$ cat src/rtl/stepper_pkg.sv
// Shared types and helpers for the stepper axis controller.
// Phase tables, FSM state enum and step-rate divider computation.
package stepper_pkg;

  typedef enum logic [1:0] {
    IDLE = 2'd0,
    UP   = 2'd1,
    DOWN = 2'd2
  } state_e;

  function automatic int calc_div(
    input int clk_hz,
    input int step_hz
  );
    return clk_hz / step_hz;
  endfunction

  function automatic logic [3:0] full_phase(
    input logic [1:0] i
  );
    logic [3:0] p;
    case (i)
      2'd0:    p = 4'b1100;
      2'd1:    p = 4'b0110;
      2'd2:    p = 4'b0011;
      2'd3:    p = 4'b1001;
      default: p = 4'b0000;
    endcase
    return p;
  endfunction

  function automatic logic [3:0] half_phase(
    input logic [2:0] i
  );
    logic [3:0] p;
    case (i)
      3'd0:    p = 4'b1000;
      3'd1:    p = 4'b1100;
      3'd2:    p = 4'b0100;
      3'd3:    p = 4'b0110;
      3'd4:    p = 4'b0010;
      3'd5:    p = 4'b0011;
      3'd6:    p = 4'b0001;
      3'd7:    p = 4'b1001;
      default: p = 4'b0000;
    endcase
    return p;
  endfunction

endpackage

$ cat src/rtl/sync_2ff.sv
// Two-flop synchroniser for a single asynchronous input bit.
// Reset value is a parameter so idle-high active-low inputs reset inactive.
module sync_2ff #(
  parameter logic RST_VAL = 1'b1
) (
  input  logic clk,
  input  logic rst_n,
  input  logic d,
  output logic q
);

  logic meta;

  always_ff @(posedge clk or negedge rst_n) begin
    if (!rst_n) begin
      meta <= RST_VAL;
      q    <= RST_VAL;
    end else begin
      meta <= d;
      q    <= meta;
    end
  end

endmodule

$ cat src/rtl/stepper_axis_ctrl.sv
// Stepper axis controller: jog FSM, step-rate divider, phase sequencer.
// Define STEPPER_HALFSTEP_EN to compile in half-step mode support.
module stepper_axis_ctrl
  import stepper_pkg::*;
#(
  parameter int CLK_HZ  = 50_000_000,
  parameter int STEP_HZ = 500,
  parameter int POS_W   = 16,
  parameter bit HOLD_EN = 1'b1
) (
  input  logic             clk,
  input  logic             rst_n,
  input  logic             btn_Up,
  input  logic             btn_Down,
  input  logic             stop_Up,
  input  logic             stop_Down,
  input  logic             half_mode,
  output logic [3:0]       step_out,
  output logic             moving,
  output logic             dir,
  output logic [POS_W-1:0] position
);

  localparam int DIV = calc_div(CLK_HZ, STEP_HZ);
  localparam int CW  = (DIV > 1) ? $clog2(DIV) : 1;
`ifdef STEPPER_HALFSTEP_EN
  localparam int IW  = 3;
`else
  localparam int IW  = 2;
`endif

  localparam logic [CW-1:0]    CNT_ONE = 1;
  localparam logic [CW-1:0]    CNT_TOP = CW'(DIV - 1);
  localparam logic [IW-1:0]    IDX_ONE = 1;
  localparam logic [POS_W-1:0] POS_ONE = 1;

  logic up_n, dn_n, lu_n, ld_n;
  logic up_req, dn_req, lim_up, lim_dn;

  sync_2ff #(.RST_VAL(1'b1)) u_sync_up (
    .clk(clk), .rst_n(rst_n), .d(btn_Up), .q(up_n)
  );
  sync_2ff #(.RST_VAL(1'b1)) u_sync_dn (
    .clk(clk), .rst_n(rst_n), .d(btn_Down), .q(dn_n)
  );
  sync_2ff #(.RST_VAL(1'b1)) u_sync_lu (
    .clk(clk), .rst_n(rst_n), .d(stop_Up), .q(lu_n)
  );
  sync_2ff #(.RST_VAL(1'b1)) u_sync_ld (
    .clk(clk), .rst_n(rst_n), .d(stop_Down), .q(ld_n)
  );

  assign up_req = ~up_n;
  assign dn_req = ~dn_n;
  assign lim_up = ~lu_n;
  assign lim_dn = ~ld_n;

  state_e        state, state_nxt;
  logic [CW-1:0] cnt;
  logic [IW-1:0] idx, idx_nxt;
  logic [3:0]    phase_nxt;
  logic          tick;

  always_comb begin
    state_nxt = state;
    unique case (state)
      IDLE: begin
        if (up_req && !dn_req && !lim_up)
          state_nxt = UP;
        else if (dn_req && !up_req && !lim_dn)
          state_nxt = DOWN;
      end
      UP: begin
        if (!up_req || dn_req || lim_up)
          state_nxt = IDLE;
      end
      DOWN: begin
        if (!dn_req || up_req || lim_dn)
          state_nxt = IDLE;
      end
      default: state_nxt = IDLE;
    endcase
  end

  // A tick is dropped when the FSM is leaving motion this cycle
  assign tick = (state != IDLE) && (state_nxt == state)
              && (cnt == CNT_TOP);

`ifdef STEPPER_HALFSTEP_EN
  logic mode_q;

  always_ff @(posedge clk or negedge rst_n) begin
    if (!rst_n)
      mode_q <= 1'b0;
    else if (state == IDLE)
      mode_q <= half_mode;
  end

  // Remap keeps the coils near the same angle across a mode switch
  always_comb begin
    idx_nxt = idx;
    if (state == IDLE) begin
      if (half_mode && !mode_q)
        idx_nxt = {idx[1:0], 1'b1};
      else if (!half_mode && mode_q)
        idx_nxt = idx >> 1;
    end else if (tick) begin
      idx_nxt = (state == UP) ? idx + IDX_ONE : idx - IDX_ONE;
      if (!mode_q)
        idx_nxt[2] = 1'b0;
    end
  end

  assign phase_nxt = mode_q ? half_phase(idx_nxt)
                            : full_phase(idx_nxt[1:0]);
`else
  logic unused_half;
  assign unused_half = half_mode;

  always_comb begin
    idx_nxt = idx;
    if (tick)
      idx_nxt = (state == UP) ? idx + IDX_ONE : idx - IDX_ONE;
  end

  assign phase_nxt = full_phase(idx_nxt);
`endif

  always_ff @(posedge clk or negedge rst_n) begin
    if (!rst_n) begin
      state    <= IDLE;
      cnt      <= '0;
      idx      <= '0;
      position <= '0;
      step_out <= 4'b0000;
      moving   <= 1'b0;
      dir      <= 1'b1;
    end else begin
      state  <= state_nxt;
      idx    <= idx_nxt;
      moving <= (state_nxt != IDLE);
      if (state_nxt == UP)
        dir <= 1'b1;
      else if (state_nxt == DOWN)
        dir <= 1'b0;
      if (state == IDLE || state_nxt != state || tick)
        cnt <= '0;
      else
        cnt <= cnt + CNT_ONE;
      if (tick) begin
        position <= (state == UP) ? position + POS_ONE
                                  : position - POS_ONE;
        step_out <= phase_nxt;
      end else if (!HOLD_EN && state_nxt == IDLE) begin
        step_out <= 4'b0000;
      end
    end
  end

endmodule

$ cat config.mk
export PLATFORM = sky130hd
export DESIGN_NAME = stepper_axis_ctrl
export DESIGN_NICKNAME = d
export VERILOG_FILES = /design/src/rtl/stepper_pkg.sv /design/src/rtl/sync_2ff.sv /design/src/rtl/stepper_axis_ctrl.sv
export SDC_FILE = /design/constraint.sdc
export NUM_CORES = 1
export LEC_CHECK = 0
export BUFFER_PORTS_ARGS = -buffer_cell sky130_fd_sc_hd__buf_4
export CORE_MARGIN = 3
export CORE_UTILIZATION = 40
export CTS_CLUSTER_SIZE = 12
export DETAILED_ROUTE_END_ITERATION = 12
export GPL_ROUTABILITY_DRIVEN = 0
export PLACE_DENSITY_LB_ADDON = 0.15
export SYNTH_ARGS = -nofsm -noshare
export SYNTH_HDL_FRONTEND = slang
export SYNTH_SLANG_ARGS = --single-unit
$ cat constraint.sdc
create_clock -name clk -period 2.6 [get_ports clk]
set_input_delay 0 -clock clk [delete_from_list [all_inputs] [get_ports clk]]
set_output_delay 0 -clock clk [all_outputs]
set_load 0.1 [all_outputs]
==> run summary <==
Layout filler cell count = 650
Power Total = 0.001430 W
I/O Buffers = 27
Die Span Y = 90.47 um
Mapped Area = 2854 um^2
Worst Hold Class = in2async
Outcome = complete, no violations
Top FF cell, synth = dfrtp_1
Post-Route WL = 5.224 mm
Number of setup violations in the final report = 0
Max-Cap Viols = 0
Crit path kind = reg2reg
Via-per-instance ratio = 4.933
WP data required = 2.80 ns
Die area = 8185 um^2
Setup TNS = 0 ns
RSZ-0062 raised after global routing = no
Post-route setup slack = 0.2043 ns
GRT Total Usage = 0.1393
Synth warn = 0
Sequential area share after synthesis = 0.4511
Number of flops mapped to enable cells by yosys = 0
Reg2reg end = position[12]
Final Cycle Share = 0.9214
Critical path startpoint category = register
Post-route DRC = 0
Drt pass-1 iters = 4
Row count = 30
CP endpoint kind = register
Final hold violations = 0
Initial Utilization = 0.4155
Flop-to-flop setup slack = 0.20 ns
Pre-CTS setup slack = 0.1769 ns
Post-synthesis cell count = 282
Vias in the first global route = 2039
Share of cells above drive strength 1 = 0.1938
Family with the most delay on the worst path = compound AO/OA/AOI/OAI gates
Reg-to-Reg Start = state[1]
FF+latch count, synth = 51
CTS clock-pin slew for the worst setup and hold paths = 0.11 ns
Rel. slew slack = 0.5686
P&R area growth vs syn = 16.92%
Peak VDD IR = 209.2 uV
CTS tree = done
Worst-margin pin slew = 0.6471 ns
Remaining antenna violation count after routing = 0
Critical path cell sequence = nand2b_1 -> buf_12 -> fa_2 -> a211oi_2 -> o211ai_1 -> and3_1 -> a221oi_2 -> xor2_1 -> o21ai_1
Pwr Density = 428.4 nW/um^2
Crit path buf inv count = 1
DP HPWL = 3.736 mm
Tmin final = 2.396 ns
Synth Net Count = 311
Root buffer selected by CTS = clkbuf_8
Via Count = 2052
# clock sinks = 51
Core area = 6869 um^2
Worst R2R Path Depth = 9
LEAKAGE = 1.564 nW
Initial antenna violation count = 0
Non-filler cells, final = 416
Layout Nets = 348
Fmax = 417.4 MHz
Data arrival, critical path = 2.60 ns
# IOs = 29
Critical Path Slowest Stage Cell = dfrtp_1
Slowest Stage Delay on Critical Path = 0.41 ns
Grt ovf = 0
Fin Hold WS = 0.2473 ns
Clock buffer depth = 2
Crit Path Max Fanout = 17
Post-CTS Setup Bufs = 0
Dpl cells = 403
Num CTS Buffers = 5
# diodes = 0
Clock insertion delay at the later pin of the skew report = 0.31 ns
Pin count of the biggest net entering global routing = 52
Asr flop ratio synth = 1.000
DR WL/cell = 12.56 um
Initial drt markers = 58
Avg Inst Size Synth = 10.12 um^2
Fin. max-slew vios = 0
Max H-tree Level = 2
Netlist cell types = 45
First-pass GRT wire length = 9.480 mm
Clock Skew = 0.007953 ns
Die Wd = 90.47 um
-- through the flow --
| step | util | instance area, um^2 |
|---|---|---|
| 2_1_floorplan | - | 2854 |
| 3_3_place_gp | 0.4630 | 3181 |
| 3_5_place_dp | 0.4630 | 3181 |
| 4_1_cts | 0.4852 | 3333 |
| 5_1_grt | 0.4858 | 3337 |
| 6_report | 0.4858 | 3337 |
-- worst register-to-register path, stage by stage (launching register included) --
cell and delay [ns]:
dfrtp_1 0.41, nand2b_1 0.18, buf_12 0.17, fa_2 0.38, a211oi_2 0.26, o211ai_1 0.16
and3_1 0.24, a221oi_2 0.26, xor2_1 0.17, o21ai_1 0.07
-- state kept, by name, indices dropped and copies added, names as in the netlist --
name,count
u_sync_lu.q,1
dir,1
u_sync_dn.q,1
u_sync_lu.meta,1
u_sync_dn.meta,1
u_sync_up.meta,1
idx,2
u_sync_ld.meta,1
position,16
state,2
u_sync_ld.q,1
u_sync_up.q,1
step_out,4
moving,1
cnt,17
-- report_power, final --
part           switching (W)  internal [W]
sequential        0.00000403      0.000809
clock               0.000304      0.000205
combinational      0.0000702     0.0000372
-- how the worst max path moves through the flow --
stage,slack (ns),end,cells after the start,startpoint
global route,0.01,position[15],10,state[1]
CTS,0.14,position[12],9,state[1]
detailed placement,0.18,position[12],9,state[1]
global placement,0.20,position[12],9,state[1]
floorplan,0.06,position[12],7,position[0]
finish,0.20,position[12],9,state[1]
-- timing repair --
action,CTS,global route
gates resized for setup,0,2
setup endpoints to repair,0,2
hold buffers,5,0
hold endpoints to repair,46,0
-- cells in the mapped netlist (all sizes together) (2+ instances only) --
| library cell | instances | area (um^2) |
|---|---|---|
| a2111oi | 2 | 17.52 |
| or2 | 3 | 18.77 |
| xnor2 | 11 | 96.34 |
| nand2b | 3 | 18.77 |
| o22ai | 2 | 12.51 |
| nor4b | 2 | 17.52 |
| nand3 | 11 | 55.05 |
| dfrtp | 42 | 1051 |
| nor4 | 3 | 31.28 |
| nand4 | 5 | 31.28 |
| xor2 | 22 | 192.7 |
| dfstp | 9 | 236.5 |
| ha | 21 | 262.8 |
| o21ai | 21 | 105.1 |
| and3 | 7 | 43.79 |
| and4 | 2 | 17.52 |
| o21bai | 2 | 15.01 |
| a21oi | 11 | 55.05 |
| a21o | 4 | 30.03 |
| a211oi | 5 | 47.54 |
| clkbuf | 2 | 8.750 |
| nor2 | 28 | 107.6 |
| nand2 | 30 | 112.6 |
| nor3 | 5 | 25.02 |
| nor3b | 2 | 15.01 |
| o211ai | 3 | 22.52 |
| buf | 5 | 37.53 |
| inv | 8 | 30.03 |
-- placed cells by master (no fill, tap or decap), types with 2 or more instances in the layout --
cell	synthesis	final
inv_1	8	8
nor3b_1	2	2
nand2_1	30	30
ha_1	21	21
dfrtp_1	42	42
a21oi_1	11	11
or2_2	3	3
a21o_1	4	4
xor2_1	22	22
and4_1	2	2
inv_6	0	2
nand3_1	11	11
o211ai_1	3	3
a211oi_1	3	3
nor4_2	2	2
nand4_1	5	5
nand2b_1	3	3
nor4b_1	2	2
dfstp_2	9	9
buf_4	0	31
o21bai_1	2	2
o22ai_1	2	2
o21ai_1	7	7
o21ai_0	14	14
xnor2_1	11	11
nor3_1	5	5
nor2_1	27	27
clkbuf_8	0	5
and3_1	7	7
dlygate4sd3_1	0	5
a211oi_2	2	2
-- area by class of cell --
class / count / area, um^2 / area share
Clock buffer: 5 / 68.82 / 0.02062
Multi-Input combinational cell: 216 / 1494 / 0.4477
Inverter: 8 / 30.03 / 0.008999
Clock inverter: 3 / 33.78 / 0.01012
Tap cell: 96 / 120.1 / 0.03600
Timing Repair Buffer: 37 / 302.8 / 0.09074
Sequential cell: 51 / 1287 / 0.3858
-- layer usage --
layer	wire, um	track usage
met1	2740	0.1951
met4	46	0.04592
met2	2287	0.2143
met3	150	0.02917
met5	0	0
-- cell families after synthesis --
logic type               count (synthesis)  synth area share
AND/OR/NAND/NOR                        105            0.1907
AO/OA/AOI/OAI                           55            0.1271
flip-flops                              51            0.4511
adder cells (fa/ha/maj)                 22           0.09908
buffers and inverters                   15           0.02674
XOR/XNOR                                33            0.1013
multiplexers                             1          0.003945
Power figures use the tool's default switching activity.
